<file path="src/rtl/car_mode_pkg.sv">
// Shared mode command codes and route direction codes for the line-following car.
// Latency: none (types and pure functions only).
// Backpressure: none.
package car_mode_pkg;

    // 5-bit command codes; the motor driver decodes these same values.
    typedef enum logic [4:0] {
        MODE_IDLE         = 5'd0,
        MODE_START        = 5'd1,
        MODE_COUNT        = 5'd2,
        MODE_STRAIGHT     = 5'd3,
        MODE_CHOOSE       = 5'd4,
        MODE_LEFT         = 5'd5,
        MODE_RIGHT        = 5'd6,
        MODE_BACK         = 5'd7,
        MODE_LITTLE_LEFT  = 5'd8,
        MODE_LITTLE_RIGHT = 5'd9,
        MODE_FINISH       = 5'd29,
        MODE_STOP         = 5'd30,
        MODE_ERROR        = 5'd31
    } mode_t;

    // Direction taken at an intersection, as packed into the route table.
    typedef enum logic [1:0] {
        DIR_STRAIGHT = 2'b00,
        DIR_LEFT     = 2'b01,
        DIR_RIGHT    = 2'b10,
        DIR_BACK     = 2'b11
    } dir_t;

    // Counter width for a count of n cycles; never below one bit.
    function automatic int cnt_w(input int n);
        return (n > 1) ? $clog2(n) : 1;
    endfunction

    function automatic logic is_tracking(input mode_t m);
        return (m == MODE_STRAIGHT) || (m == MODE_LITTLE_LEFT) || (m == MODE_LITTLE_RIGHT);
    endfunction

    function automatic logic is_turning(input mode_t m);
        return (m == MODE_LEFT) || (m == MODE_RIGHT) || (m == MODE_BACK);
    endfunction

    // States where the car is parked: stop does not apply and busy is low.
    function automatic logic is_parked(input mode_t m);
        return (m == MODE_IDLE) || (m == MODE_FINISH) || (m == MODE_ERROR);
    endfunction

    function automatic mode_t dir_to_mode(input dir_t d);
        mode_t m;
        case (d)
            DIR_LEFT:  m = MODE_LEFT;
            DIR_RIGHT: m = MODE_RIGHT;
            DIR_BACK:  m = MODE_BACK;
            default:   m = MODE_STRAIGHT;
        endcase
        return m;
    endfunction

endpackage

</file>
<file path="src/rtl/mode_tracker_if.sv">
// Bundle between sensor front-end/controls and the mode tracker: inputs start/stop/sensor, outputs mode/last_mode/step/busy.
// Latency: wires only.
// Backpressure: none; master drives start/stop/sensor, slave (the tracker) drives the command outputs.
interface mode_tracker_if;
    import car_mode_pkg::*;

    logic        start;      // one-cycle pulse
    logic        stop;       // level
    logic [2:0]  sensor;     // {L,M,R}, 1 = black line
    mode_t       mode;       // current command
    mode_t       last_mode;  // command before the most recent change
    logic [3:0]  step;       // next route entry index
    logic        busy;       // mode not IDLE/FINISH/ERROR

    modport master (output start, stop, sensor, input mode, last_mode, step, busy);
    modport slave  (input start, stop, sensor, output mode, last_mode, step, busy);
endinterface

</file>
<file path="src/rtl/sensor_filter.sv">
// Per-bit stability filter: filt[b] takes raw[b] once raw[b] has differed from filt[b] for FILT_CYCLES consecutive edges.
// Latency: FILT_CYCLES clocks from a stable raw change to filt.
// Backpressure: none. Ports: clk, rst (async high), raw[WIDTH], filt[WIDTH].
module sensor_filter #(
    parameter int WIDTH       = 3,
    parameter int FILT_CYCLES = 1000
) (
    input  logic             clk,
    input  logic             rst,
    input  logic [WIDTH-1:0] raw,
    output logic [WIDTH-1:0] filt
);
    import car_mode_pkg::*;

    localparam int FW = cnt_w(FILT_CYCLES);

    for (genvar b = 0; b < WIDTH; b++) begin : g_bit
        logic [FW-1:0] cnt;
        logic          f;

        // Any cycle where raw agrees with the filtered value restarts the count.
        always_ff @(posedge clk or posedge rst) begin
            if (rst) begin
                cnt <= '0;
                f   <= 1'b0;
            end else if (raw[b] == f) begin
                cnt <= '0;
            end else if (cnt == FW'(FILT_CYCLES - 1)) begin
                f   <= raw[b];
                cnt <= '0;
            end else begin
                cnt <= cnt + 1'b1;
            end
        end

        assign filt[b] = f;
    end

endmodule

</file>
<file path="src/rtl/mode_tracker.sv">
// Line-following decision FSM producing the mode/last_mode command for the motor driver.
// Latency: every transition lands on the clk edge after its cause; sensor adds FILT_CYCLES of filtering.
// Backpressure: none. Ports: clk, rst (async high), bus (slave: start, stop, sensor in; mode, last_mode, step, busy out).
// Optional build macro TRACKER_LOST_RECOVERY_EN: first lost-line event backs up and retries instead of erroring.
module mode_tracker #(
    parameter int                    FILT_CYCLES     = 1000,
    parameter int                    COUNT_CYCLES    = 300_000_000,
    parameter int                    TURN_MIN_CYCLES = 20_000_000,
    parameter int                    TURN_MAX_CYCLES = 200_000_000,
    parameter int                    LOST_CYCLES     = 50_000_000,
    parameter int                    ROUTE_LEN       = 8,
    parameter logic [2*ROUTE_LEN-1:0] ROUTE          = '0
) (
    input  logic          clk,
    input  logic          rst,
    mode_tracker_if.slave bus
);
    import car_mode_pkg::*;

    localparam int CW = cnt_w(COUNT_CYCLES);
    localparam int TW = cnt_w(TURN_MAX_CYCLES);
    localparam int LW = cnt_w(LOST_CYCLES);

    logic [2:0]    sensor_f;
    mode_t         mode_q, last_q, mode_nxt;
    logic          busy_q;
    logic [3:0]    step_q;
    logic [CW-1:0] count_cnt;
    logic [TW-1:0] turn_cnt;
    logic [LW-1:0] lost_cnt;
    logic          lost_evt;
    logic          recover_q;   // current BACK is a lost-line recovery, not a routed turn
    dir_t          route_tab [16];

    sensor_filter #(.WIDTH(3), .FILT_CYCLES(FILT_CYCLES)) u_filt (
        .clk  (clk),
        .rst  (rst),
        .raw  (bus.sensor),
        .filt (sensor_f)
    );

    // Unpack the route so it can be indexed directly by the 4-bit step.
    for (genvar g = 0; g < 16; g++) begin : g_route
        if (g < ROUTE_LEN) begin : g_used
            assign route_tab[g] = dir_t'(ROUTE[2*g +: 2]);
        end else begin : g_unused
            assign route_tab[g] = DIR_STRAIGHT;
        end
    end

`ifdef TRACKER_LOST_RECOVERY_EN
    logic retry_q;

    always_ff @(posedge clk or posedge rst) begin
        if (rst) begin
            recover_q <= 1'b0;
            retry_q   <= 1'b0;
        end else if (is_tracking(mode_q) && mode_nxt == MODE_BACK) begin
            recover_q <= 1'b1;
            retry_q   <= 1'b1;
        end else begin
            if (mode_nxt != MODE_BACK)
                recover_q <= 1'b0;
            if (mode_nxt == MODE_CHOOSE || mode_nxt == MODE_IDLE)
                retry_q <= 1'b0;
        end
    end
`else
    assign recover_q = 1'b0;
`endif

    always_comb begin
        mode_nxt = mode_q;
        lost_evt = (sensor_f == 3'b000) && (lost_cnt == LW'(LOST_CYCLES - 1));
        case (mode_q)
            MODE_IDLE:  if (bus.start && !bus.stop) mode_nxt = MODE_START;
            MODE_START: mode_nxt = MODE_COUNT;
            MODE_COUNT: if (count_cnt == CW'(COUNT_CYCLES - 1)) mode_nxt = MODE_STRAIGHT;
            MODE_STRAIGHT, MODE_LITTLE_LEFT, MODE_LITTLE_RIGHT: begin
                case (sensor_f)
                    3'b010, 3'b101: mode_nxt = MODE_STRAIGHT;
                    3'b100, 3'b110: mode_nxt = MODE_LITTLE_LEFT;
                    3'b001, 3'b011: mode_nxt = MODE_LITTLE_RIGHT;
                    3'b111:         mode_nxt = MODE_CHOOSE;
                    default: begin
                        // All white: hold the steering and let the lost timer run.
                        if (lost_evt) begin
`ifdef TRACKER_LOST_RECOVERY_EN
                            mode_nxt = retry_q ? MODE_ERROR : MODE_BACK;
`else
                            mode_nxt = MODE_ERROR;
`endif
                        end
                    end
                endcase
            end
            MODE_CHOOSE: begin
                if (step_q == 4'(ROUTE_LEN))
                    mode_nxt = MODE_FINISH;
                else if (sensor_f != 3'b111)
                    mode_nxt = dir_to_mode(route_tab[step_q]);
            end
            MODE_LEFT, MODE_RIGHT, MODE_BACK: begin
                // Timeout wins over a re-acquire seen on the same cycle.
                if (turn_cnt == TW'(TURN_MAX_CYCLES - 1))
                    mode_nxt = MODE_ERROR;
                else if (turn_cnt >= TW'(TURN_MIN_CYCLES - 1) && (sensor_f == 3'b010 || recover_q))
                    mode_nxt = MODE_STRAIGHT;
            end
            MODE_STOP:   if (!bus.stop) mode_nxt = MODE_STRAIGHT;
            MODE_FINISH,
            MODE_ERROR:  if (bus.start && !bus.stop) mode_nxt = MODE_IDLE;
            default:     mode_nxt = MODE_IDLE;
        endcase
        if (bus.stop && !is_parked(mode_q))
            mode_nxt = MODE_STOP;
    end

    always_ff @(posedge clk or posedge rst) begin
        if (rst) begin
            mode_q    <= MODE_IDLE;
            last_q    <= MODE_IDLE;
            busy_q    <= 1'b0;
            step_q    <= '0;
            count_cnt <= '0;
            turn_cnt  <= '0;
            lost_cnt  <= '0;
        end else begin
            mode_q <= mode_nxt;
            if (mode_nxt != mode_q)
                last_q <= mode_q;
            busy_q <= !is_parked(mode_nxt);

            // Timers run only while staying in their state, so entry always starts them at zero
            // and STOP clears them.
            if (mode_q == MODE_COUNT && mode_nxt == MODE_COUNT)
                count_cnt <= (count_cnt == '1) ? count_cnt : count_cnt + 1'b1;
            else
                count_cnt <= '0;

            if (is_turning(mode_q) && mode_nxt == mode_q)
                turn_cnt <= (turn_cnt == '1) ? turn_cnt : turn_cnt + 1'b1;
            else
                turn_cnt <= '0;

            if (is_tracking(mode_q) && is_tracking(mode_nxt) && sensor_f == 3'b000)
                lost_cnt <= (lost_cnt == '1) ? lost_cnt : lost_cnt + 1'b1;
            else
                lost_cnt <= '0;

            if (mode_q == MODE_CHOOSE && (mode_nxt == MODE_STRAIGHT || is_turning(mode_nxt))) begin
                if (step_q != 4'(ROUTE_LEN))
                    step_q <= step_q + 1'b1;
            end else if ((mode_q == MODE_FINISH || mode_q == MODE_ERROR) && mode_nxt == MODE_IDLE) begin
                step_q <= '0;
            end
        end
    end

    assign bus.mode      = mode_q;
    assign bus.last_mode = last_q;
    assign bus.step      = step_q;
    assign bus.busy      = busy_q;

endmodule

</file>
<file path="src/flat_wrapper.sv">
// flat-port wrapper written by rule: the top's interface ports become plain ports
module mode_tracker_flat import car_mode_pkg::*;
#(
    parameter int                    FILT_CYCLES     = 1000,
    parameter int                    COUNT_CYCLES    = 300_000_000,
    parameter int                    TURN_MIN_CYCLES = 20_000_000,
    parameter int                    TURN_MAX_CYCLES = 200_000_000,
    parameter int                    LOST_CYCLES     = 50_000_000,
    parameter int                    ROUTE_LEN       = 8,
    parameter logic [2*ROUTE_LEN-1:0] ROUTE          = '0
)
  (clk, rst, bus_start, bus_stop, bus_sensor, bus_mode, bus_last_mode, bus_step, bus_busy);
  mode_tracker_if bus_i ();
  input  logic clk;
  input  logic rst;
  input wire logic [$bits(bus_i.start)-1:0] bus_start;
  input wire logic [$bits(bus_i.stop)-1:0] bus_stop;
  input wire logic [$bits(bus_i.sensor)-1:0] bus_sensor;
  output wire logic [$bits(bus_i.mode)-1:0] bus_mode;
  output wire logic [$bits(bus_i.last_mode)-1:0] bus_last_mode;
  output wire logic [$bits(bus_i.step)-1:0] bus_step;
  output wire logic [$bits(bus_i.busy)-1:0] bus_busy;
  assign bus_i.start = bus_start;
  assign bus_i.stop = bus_stop;
  assign bus_i.sensor = bus_sensor;
  assign bus_mode = bus_i.mode;
  assign bus_last_mode = bus_i.last_mode;
  assign bus_step = bus_i.step;
  assign bus_busy = bus_i.busy;
  mode_tracker #(.FILT_CYCLES(FILT_CYCLES), .COUNT_CYCLES(COUNT_CYCLES), .TURN_MIN_CYCLES(TURN_MIN_CYCLES), .TURN_MAX_CYCLES(TURN_MAX_CYCLES), .LOST_CYCLES(LOST_CYCLES), .ROUTE_LEN(ROUTE_LEN), .ROUTE(ROUTE)) u_core (.clk(clk), .rst(rst), .bus(bus_i));
endmodule
</file>
<file path="config.mk">
export PLATFORM = sky130hd
export DESIGN_NAME = mode_tracker_flat
export DESIGN_NICKNAME = d
export VERILOG_FILES = /design/src/rtl/car_mode_pkg.sv /design/src/rtl/mode_tracker_if.sv /design/src/rtl/sensor_filter.sv /design/src/rtl/mode_tracker.sv /design/src/flat_wrapper.sv
export SDC_FILE = /design/constraint.sdc
export NUM_CORES = 1
export LEC_CHECK = 0
export ABC_AREA = 1
export BUFFER_PORTS_ARGS = -buffer_cell sky130_fd_sc_hd__buf_4
export CAP_MARGIN = 20
export CORE_ASPECT_RATIO = 1.75
export CORE_MARGIN = 5
export CORE_UTILIZATION = 50
export DETAILED_ROUTE_END_ITERATION = 8
export GPL_TIMING_DRIVEN = 0
export MAX_ROUTING_LAYER = met4
export PLACE_DENSITY = 0.66
export SKIP_CTS_REPAIR_TIMING = 1
export SYNTH_ARGS = -nofsm -noshare
export SYNTH_HDL_FRONTEND = slang
export SYNTH_SLANG_ARGS = --single-unit
</file>
<file path="constraint.sdc">
create_clock -name clk -period 9.45 [get_ports clk]
set_input_delay 1.4175 -clock clk [delete_from_list [all_inputs] [get_ports clk]]
set_output_delay 1.4175 -clock clk [all_outputs]
set_load 0.1 [all_outputs]
</file>
==> summary.md, run 1 <==
After routing the design area is 8770 um^2. The floorplan step set the die width to 104 um. The final critical path time including I/O delays and setup is 2.92 ns, and the number of clock sinks is 131. For the number of antenna violations at the first check in global routing, the log shows 0.

Wire segments on met3 add up to 303 um in the final route. In this run the static leakage power is 3.83 nW. The worst setup path is captured at a flop. The final max-slew violation count came out at 0. The number of buffers inserted by port buffering came out at 21. The worst register-to-register path begins at u_core.count_cnt[1]$_DFFE_PP0P_. For hold timing, the worst endpoint is u_core.u_filt.g_bit[0].cnt[0]$_DFF_PP0_.

The largest family of logic cells by synthesized area was simple AND/OR/NAND/NOR gates. Cell accounting for the most synthesized area: sky130_fd_sc_hd__dfrtp_1. In this run the tightest slew margin relative to its limit is 53.4%. Ranked by total cell area, the synthesized netlist is headed by sky130_fd_sc_hd__dfrtp_1, sky130_fd_sc_hd__nand2_1, sky130_fd_sc_hd__nor2_1.

The synthesized netlist devotes 6.68% of its cell area to compound gates. Based on the critical path, the design can be clocked at up to 343 MHz. For the number of max-capacitance violations reported, the log shows 0.

For this design, the slowest cell found on the critical path is sky130_fd_sc_hd__a21oi_1. The area of the core was 15300 um^2; the number of buffers on the longest clock path was 2. After detailed routing, the met2 layer carries 9840 um of wire. Entering global routing, the biggest net connects 97 pins. Post-synthesis share of cell area spent on full adders, half adders and majority gates: 1.45%. The cell with the most instances after synthesis was sky130_fd_sc_hd__nand2_1. The routed layout has 6748 vias. Traced cell by cell, the critical path runs through buf_4, nor2_1, nor2_1, nand2_1, o21ai_1, nor2_1, nand2_1, inv_2, nand3_4, a21oi_1, nand2_4, nand2_2, nand2_2, nand3_1, nand2_1. Registers are responsible for 38.8% of the overall power. For this run, the detailed router's first-pass iteration total came to 5. The multi-input combinational cells in the finished layout cover a total of 3840 um^2. The number of hold-slack violations in the final timing report came out at 0. In the finished design, the share of the clock period the worst path needs comes to 30.9%. Across all register-to-register paths, the minimum setup slack is 6.90 ns. Half-perimeter wire length after placement: 13400 um. Wires add up to 17700 um. The run gives 19.3% as the relative contribution of combinational cells to total power. The number of routed nets with antenna violations was 0; the number of warnings printed during yosys synthesis was 0.

Highest routing layer actually used: met4. The final total negative setup slack is 0 ns, and the violation count after the first detailed-route iteration is 308. Type of origin of the critical path: a primary input.

For this run, design rule violations remaining after detail routing come to 0. The power spent charging and discharging nets is 0.516 mW. Compared with the post-synthesis result, the final layout area differs by 12.9%. A synthesized cell averages 7.36 um^2. The mapped netlist covers 7770 um^2. CTS placed an instance of sky130_fd_sc_hd__clkbuf_16 at the clock tree root. The xor and xnor fraction of the mapped netlist area came out at 4.51%. The H-tree was split into 4 levels. The floorplan step defined a die boundary enclosing 18200 um^2. The initial utilization of the core area, before any placement, comes to 50.7%.

Multiplexer cells account for 0% of the synthesized area. Cell depth of the worst hold path: 1. TritonCTS built the clock tree. The global-route usage over all layers was 21.0%. The cell area after placement was 8190 um^2; the total global routing overflow was 0.

The total buffers and inverters traversed by the critical path is 2, and the transition time at the pin with the least slew margin is 0.693 ns. The minimum hold slack came out at 0.466 ns. Timing analysis after detailed placement gives a worst setup slack of 6.12 ns. After detailed routing, the number of vias per cell comes to 5.21. The startpoint of the tightest hold check path was u_core.u_filt.g_bit[0].cnt[0]$_DFF_PP0_. Synthesis produced 1056 cells. The run finished with clean final reports. The synthesized design contains 131 register bits. Number of buffers inserted during clock tree synthesis: 17.

Total power per unit cell area: 177 nW/um^2. The maximum clock skew at final layout is 0.00873 ns. The number of global-route vias before repair was 6867. Path depth of the worst reg2reg path: 18. After floorplanning, the core was divided into 60 placement rows. The wire length of the first global-routing pass came out at 31000 um. By count the netlist is led by sky130_fd_sc_hd__nand2_1, sky130_fd_sc_hd__nor2_1, sky130_fd_sc_hd__dfrtp_1. The most common flop cell mapped by yosys is sky130_fd_sc_hd__dfrtp_1. For this run, the register share of the synthesized area comes to 42.2%.

Worst hold-check path type: flop to flop. In the final layout, the share of cells above drive strength 1 is 13.3%. The wire length on met1 came out at 6970 um. The critical path in this run is classified as primary input to flop.

Of the total synthesized cell area, the portion taken by AND, OR, NAND and NOR gates is 36.8%. Number of nets in the synthesized netlist: 1072. 0 antenna diodes ended up in the layout.

For this run, the slowest stage of the critical path takes 0.28 ns. VDD sags by at most 0.143 mV. The congestion estimate from routability-driven global placement came to 0.917.

The floorplan step set the die height to 175 um. The clock network burns 41.9% of the power. In this run the worst path has a maximum fanout of 10. Setup repair after global routing left no endpoint under its margin.

Setup violations remaining at the end of the flow were counted as 0. For the worst setup path, the data arrival time is 3.21 ns. For this run, asynchronously set or reset flops after synthesis account for 100%. The run gives 1464 as the layout filler cell count. In this run, synthesis inferred 0 flip-flops with an integrated enable. The tools report the final layout net count as 1113. On the critical path the largest part of the delay comes from simple AND/OR/NAND/NOR gates. In this run the critical register-to-register path is captured at u_core.count_cnt[27]$_DFFE_PP0P_. 22 I/O pins were placed. The clock transition at the register clock pins on the worst setup and hold paths after CTS was 0.06 ns; the detailed-route wire length per cell was 13.6 um. STA puts the critical path data required time at 9.74 ns.

The later pin in the worst-skew pair is clocked with a latency of 0.41 ns. The area share of the largest cell type after synthesis works out to 42.2%. The share of total power consumed by net switching is 33.1%, and the slack of the critical path is 6.53 ns.

The tools report the storage element area as 3280 um^2. The tools report the internal power as 1.04 mW. For the number of distinct standard cells referenced by the synthesized netlist, the log shows 41.
-- how the worst max path moves through the flow --
stage	from	endpoint	slack, ns	cells past startpoint
2_1_floorplan	rst	u_core.bus.busy$_DFF_PP0_	4.53	1
3_5_place_dp	bus_stop	u_core.lost_cnt[18]$_DFFE_PP0P_	6.12	15
3_3_place_gp	rst	u_core.u_filt.g_bit[2].cnt[0]$_DFF_PP0_	2.85	2
6_report	bus_stop	u_core.bus.step[3]$_DFFE_PP0P_	6.53	15
5_1_grt	bus_stop	u_core.bus.last_mode[4]$_DFFE_PP0P_	6.32	15
4_1_cts	bus_stop	u_core.bus.step[3]$_DFFE_PP0P_	6.53	15
-- flip-flops by register name, indices dropped and copies added, names as in the netlist, 3 cells and up --
register / flops
u_core.bus.last_mode: 5
u_core.lost_cnt: 26
u_core.bus.mode: 5
u_core.bus.step: 4
u_core.turn_cnt: 28
u_core.u_filt.g_bit.cnt: 30
u_core.u_filt.g_bit.f: 3
u_core.count_cnt: 29
-- per-layer routing --
| metal | global-route usage [%] | up-vias |
|---|---|---|
| li1 | - | 3476 |
| met1 | 22.0 | 3156 |
| met2 | 39.0 | 73 |
| met3 | 2.99 | 43 |
| met4 | 8.54 | 0 |
| met5 | - | - |
-- kinds of logic (layout without fill, tap and decap cells) --
group                      after synthesis  in the layout
and+or+nand+nor                        631            631
buffers and inverters                  157            211
DFF                                    131            131
AOI/OAI and AO/OA                       88             88
xor gates and xnor gates                40             40
adders and majority gates                9              9
-- power by group through the flow --
stage / Combinational [mW] / Sequential (mW) / Clock, mW
2_1_floorplan: 0.127 / 0.716 / 0
3_3_place_gp: 0.300 / 0.615 / 0
3_5_place_dp: 0.302 / 0.614 / 0
4_1_cts: 0.304 / 0.604 / 0.667
5_1_grt: 0.325 / 0.607 / 0.692
6_report: 0.300 / 0.604 / 0.652
-- per-stage QoR --
step	power (mW)	std cells	util, %
6_report	1.56	1296	57.3
5_1_grt	1.62	1296	57.3
4_1_cts	1.57	1296	57.3
3_5_place_dp	0.917	1264	53.5
3_3_place_gp	0.914	1263	53.3
2_1_floorplan	0.844	1056	-
-- cells in the final DEF (no fill, tap or decap), drive strengths merged, types with 5 or more instances in the layout --
cell    instances
a31oi           5
clkbuf         17
o21ai          28
xnor2          10
nand4          27
nand3          86
xor2           30
nor4            6
a21oi          37
buf            37
clkinv          5
nor2          218
ha              9
dfrtp         131
nor3           45
inv           146
a211oi          8
nand2         242
-- worst register-to-register path: stages, from the launching register on --
cell and delay, ns:
sky130_fd_sc_hd__dfrtp_1 0.38, sky130_fd_sc_hd__ha_1 0.21, sky130_fd_sc_hd__nand2_1 0.08, sky130_fd_sc_hd__nor2_2 0.14, sky130_fd_sc_hd__nand2_1 0.08, sky130_fd_sc_hd__nor2_2 0.16, sky130_fd_sc_hd__nand2_1 0.15, sky130_fd_sc_hd__nor2_4 0.15
sky130_fd_sc_hd__nand4_2 0.22, sky130_fd_sc_hd__nand2_1 0.18, sky130_fd_sc_hd__inv_2 0.08, sky130_fd_sc_hd__nand2_1 0.13, sky130_fd_sc_hd__nor2_1 0.07, sky130_fd_sc_hd__nand2_1 0.11, sky130_fd_sc_hd__nor2_1 0.08, sky130_fd_sc_hd__nand2_1 0.06
sky130_fd_sc_hd__nand2_1 0.05, sky130_fd_sc_hd__nand2_1 0.05, sky130_fd_sc_hd__nor2_1 0.04
-- cell type report --
class,count,area share [%]
buffer,15,1.35
clock buffer,17,4.85
clock inverter,15,1.80
inverter,142,6.13
multi-input combinational,768,43.7
sequential,131,37.4
tap,186,2.65
timing repair buffer,22,2.11
Note: power is estimated with default switching activity, not from simulation.
==> inputs of run 2 (changes only) <==
--- a/config.mk
+++ b/config.mk
@@ -5,7 +5,7 @@
 export SDC_FILE = /design/constraint.sdc
 export NUM_CORES = 1
 export LEC_CHECK = 0
-export ABC_AREA = 1
+export ABC_AREA = 0
 export BUFFER_PORTS_ARGS = -buffer_cell sky130_fd_sc_hd__buf_4
 export CAP_MARGIN = 20
 export CORE_ASPECT_RATIO = 1.75
@@ -14,7 +14,7 @@
 export DETAILED_ROUTE_END_ITERATION = 8
 export GPL_TIMING_DRIVEN = 0
 export MAX_ROUTING_LAYER = met4
-export PLACE_DENSITY = 0.66
+export PLACE_DENSITY = 0.69
 export SKIP_CTS_REPAIR_TIMING = 1
 export SYNTH_ARGS = -nofsm -noshare
 export SYNTH_HDL_FRONTEND = slang
==> constraint.sdc (replaced) <==
create_clock -name clk -period 2.6 [get_ports clk]
set_input_delay 0.39 -clock clk [delete_from_list [all_inputs] [get_ports clk]]
set_output_delay 0.39 -clock clk [all_outputs]
set_load 0.1 [all_outputs]
==> run 2 against run 1 <==
  * The flow now finishes with violations (negative setup slack)
  * Count of clock-buffer cells in the layout up 5
  * Global-route usage down 0.62 points
  * Worst hold slack worse by 0.34 ns
  * Synthesized area down 6.7%
  * Die area down 6.2%
  * Cell count down 19%
  * Via count down 10%
  * Cell area up 6.6%
  * Critical path type is now flop to flop
  * Largest cell class unchanged
==> summary.md, run 2 <==
Dividing the detail-routed via count by the number of cells gives 5.78. The arrival time at the worst endpoint came out at 3.11 ns. Transition time at the pin with the least slew margin: 0.796 ns.

The floorplan step defined a core boundary enclosing 14300 um^2. The number of routed nets with antenna violations came out at 0. In this run the worst setup path begins at u_core.turn_cnt[10]$_DFFE_PP0P_. By count the netlist is led by sky130_fd_sc_hd__dfrtp_1, sky130_fd_sc_hd__nor2_1, sky130_fd_sc_hd__nand2_1.

The fraction of registers with async set or reset after synthesis was 100%. In this run the worst hold path is classified as primary input to async pin. For the final routed database, the setup TNS stands at -8.75 ns. The die covers 17100 um^2. Final critical-path share of the clock period: 107%. The run gives 1047 as the final cell count without fillers. 22 I/O pins were placed. The netlist area before placement was 7240 um^2. Counting cells, the worst reg-to-reg path comes to 11. At the placement stage, the worst setup path has a slack of -0.400 ns. The data required time at the worst endpoint is 2.93 ns, and the wire length on met1 is 6880 um.

The synthesized netlist cell count is 765, and the final RePlAce weighted congestion is 0.871. The number of buffers inserted during clock tree synthesis was 17; the minimum hold slack was 0.122 ns. The setup check on the worst reg-to-reg path leaves a slack of -0.18 ns. Entering global routing, the biggest net connects 40 pins.

The run gives 781 as the number of nets in the synthesized netlist. The tree is rooted in a sky130_fd_sc_hd__clkbuf_16. Before antenna repair, the detailed router went through 7 iterations. Yosys instantiated no cell more often than sky130_fd_sc_hd__dfrtp_1. The completed layout was analyzed and its total power is 5.74 mW. The final cell area excluding filler cells is 9350 um^2, and the final max-slew violation count is 0. For the number of max-capacitance violations reported, the log shows 0. The number of global-route vias before repair was 5969; the synthesis-to-layout area growth was 29.1%. The run gives 0 as the number of warnings printed during yosys synthesis. The first global-routing pass estimated 27500 um of wire.

In the layout the commonest cells are sky130_fd_sc_hd__dfrtp_1, sky130_fd_sc_hd__nor2_1, sky130_fd_sc_hd__nand2_1, sky130_fd_sc_hd__buf_4, sky130_fd_sc_hd__xor2_1. CTS built an H-tree with a depth of 4. The flow ran to the end, but the final reports show violations. Of all nets on the critical path, the largest fanout is 8. The run gives 0 as the number of hold-slack violations in the final timing report. The checks that failed: negative setup slack. Derived from the worst setup path, the maximum achievable clock frequency is 360 MHz.

In the routed design, unresolved DRC markers number 0. The number of placed instances, taps included, is 969. 0 antenna diodes ended up in the layout. The tools report the timing endpoint of the critical path as u_core.turn_cnt[27]$_DFFE_PP0P_.

TritonCTS built the clock tree. The average instance in the mapped netlist occupies 9.47 um^2. Counting flops per register, the top entry is u_core.u_filt.g_bit.cnt.

No sink is reached through more buffers than the 2 on the longest clock path. After detailed routing, the average wire length per cell comes to 17.1 um. The detailed router placed 6047 vias in this run.

The half-perimeter wire length after placement was 11600 um; the peak ir drop on the vdd network was 0.507 mV. The post-route netlist has 30.9% of its cells at a drive strength greater than 1. The synthesized flop and latch total works out to 131. For the number of distinct standard cells referenced by the synthesized netlist, the log shows 70. In the final layout, the registers with the most flip-flops are u_core.u_filt.g_bit.cnt (30), u_core.count_cnt (29), u_core.turn_cnt (28). The area share of the largest cell type after synthesis is 45.3%.

The maximum clock skew at final layout was 0.0112 ns; the total power per unit cell area was 613 nW/um^2. At the end of the flow the core is filled with cells to 65.4%. The logs give 340 for the violation count after the first detailed-route iteration and 20.4% for the global-route usage over all layers. The floorplan step set the die height to 169 um.

The die width came out at 101 um. The endpoint identified for the worst register-to-register timing path is u_core.turn_cnt[27]$_DFFE_PP0P_. The final critical path time including I/O delays and setup works out to 2.78 ns. Setup violations remaining at the end of the flow were counted as 81. The cell area after placement is 7810 um^2, and the flip-flop count of the largest register after layout is 30.

The total routed wirelength is 17900 um. Buffers placed on the I/O ports in this run total 21. Sorting the synthesized cells by area gives the leading types as sky130_fd_sc_hd__dfrtp_1, sky130_fd_sc_hd__xor2_1, sky130_fd_sc_hd__nor2_1. The analysis attributes to cell leakage a power of 3.82 nW. After clock tree synthesis, the clock-pin slew on the worst setup and hold paths is 0.06 ns. The number of enable-type register cells in the synthesized netlist was 0; the clock latency on the worst-skew pair was 0.42 ns. The run gives -0.177 ns as the slack of the critical path. The tightest slew margin relative to the limit was 46.8%.

The worst setup path is launched from a flop. After synthesis, flip-flops and latches occupy 45.3% of the total area. The category of the critical setup timing path was flop to flop. The highest routing layer actually used was met4. Setup repair after global routing could not meet its margin everywhere.

In the detailed route, the total length drawn on met3 is 501 um. The total global routing overflow was 0. The library cell used most frequently in the layout, excluding fill and tap cells, is sky130_fd_sc_hd__dfrtp_1. For the number of antenna violations at the first check in global routing, the log shows 0. The routed design uses 10000 um of met2 wire. The logs give 58 for the number of rows in the core area and 131 for the number of clock sinks. The initial core utilization came out at 50.7%. The largest total area in the synthesized netlist belongs to sky130_fd_sc_hd__dfrtp_1. For this run, the leading register cell type out of synthesis is sky130_fd_sc_hd__dfrtp_1. For this run, the post-layout net count is 872. In this run the critical register-to-register path is launched from u_core.turn_cnt[10]$_DFFE_PP0P_. The worst setup path is captured at a flop.
-- run 2: cell types whose count changed in the layout (fill, tap and decap cells not counted), moves of 19 or more --
cell and change:
sky130_fd_sc_hd__buf_4 +39, sky130_fd_sc_hd__xor2_1 +35, sky130_fd_sc_hd__xnor2_1 +24, sky130_fd_sc_hd__inv_1 -103
sky130_fd_sc_hd__dfrtp_2 +19, sky130_fd_sc_hd__nor3_1 -27, sky130_fd_sc_hd__nand3_1 -42, sky130_fd_sc_hd__a21oi_1 -23
sky130_fd_sc_hd__dfrtp_1 -19, sky130_fd_sc_hd__nor2_1 -88, sky130_fd_sc_hd__nand2_1 -169
-- run 2: metal layers --
metal  global-route usage [%]  vias to the layer above
met5                        -                        -
met4                     7.81                        0
met3                     3.66                       45
met2                     35.8                      132
met1                     22.8                     3036
li1                         -                     2834
-- run 2: final cells by class --
class	instances	area [um^2]
multi-input combinational	588	4250
clock inverter	8	126
clock buffer	22	484
buffer	20	194
tap	180	225
inverter	21	82.6
sequential	131	3300
timing repair buffer	77	693
fill	1099	4940
-- run 2: worst max-delay path, cell delays in order, from the launching register on --
cell and delay, ns:
sky130_fd_sc_hd__dfrtp_1 0.46, sky130_fd_sc_hd__or4b_4 0.58, sky130_fd_sc_hd__nor4_4 0.28, sky130_fd_sc_hd__o22ai_2 0.11, sky130_fd_sc_hd__a21oi_2 0.21, sky130_fd_sc_hd__buf_4 0.16
sky130_fd_sc_hd__o21ai_4 0.09, sky130_fd_sc_hd__buf_4 0.18, sky130_fd_sc_hd__nand3_4 0.09, sky130_fd_sc_hd__nand3b_4 0.19, sky130_fd_sc_hd__buf_6 0.18, sky130_fd_sc_hd__nor3_2 0.16
-- run 2: kinds of logic after synthesis --
| kind of cell | share of synthesized area, % |
|---|---|
| xor gates and xnor gates | 12.0 |
| DFF | 45.3 |
| muxes | 2.07 |
| buffers and inverters | 3.06 |
| adders and majority gates | 1.55 |
| AOI/OAI and AO/OA | 5.91 |
| and+or+nand+nor | 30.2 |
-- run 2: how the worst min path moves through the flow --
stage / from / end / slack (ns) / depth (start not counted)
floorplan: u_core.u_filt.g_bit[0].cnt[0]$_DFF_PP0_ / u_core.u_filt.g_bit[0].cnt[0]$_DFF_PP0_ / 0.43 / 1
CTS: rst / u_core.bus.step[2]$_DFFE_PP0P_ / 0.14 / 2
detailed placement: u_core.u_filt.g_bit[2].cnt[0]$_DFF_PP0_ / u_core.u_filt.g_bit[2].cnt[0]$_DFF_PP0_ / 0.45 / 1
global route: rst / u_core.bus.step[3]$_DFFE_PP0P_ / 0.18 / 2
finish: rst / u_core.turn_cnt[17]$_DFFE_PP0P_ / 0.12 / 2
global placement: u_core.u_filt.g_bit[1].cnt[0]$_DFF_PP0_ / u_core.u_filt.g_bit[1].cnt[0]$_DFF_PP0_ / 0.44 / 1
-- run 2: power by group --
| part | switching [mW] | leakage (nW) | total (mW) | internal [mW] |
|---|---|---|---|---|
| Sequential | 0.0669 | 1.76 | 2.18 | 2.11 |
| Combinational | 0.726 | 1.77 | 1.09 | 0.361 |
| Clock | 0.873 | 0.290 | 2.47 | 1.60 |
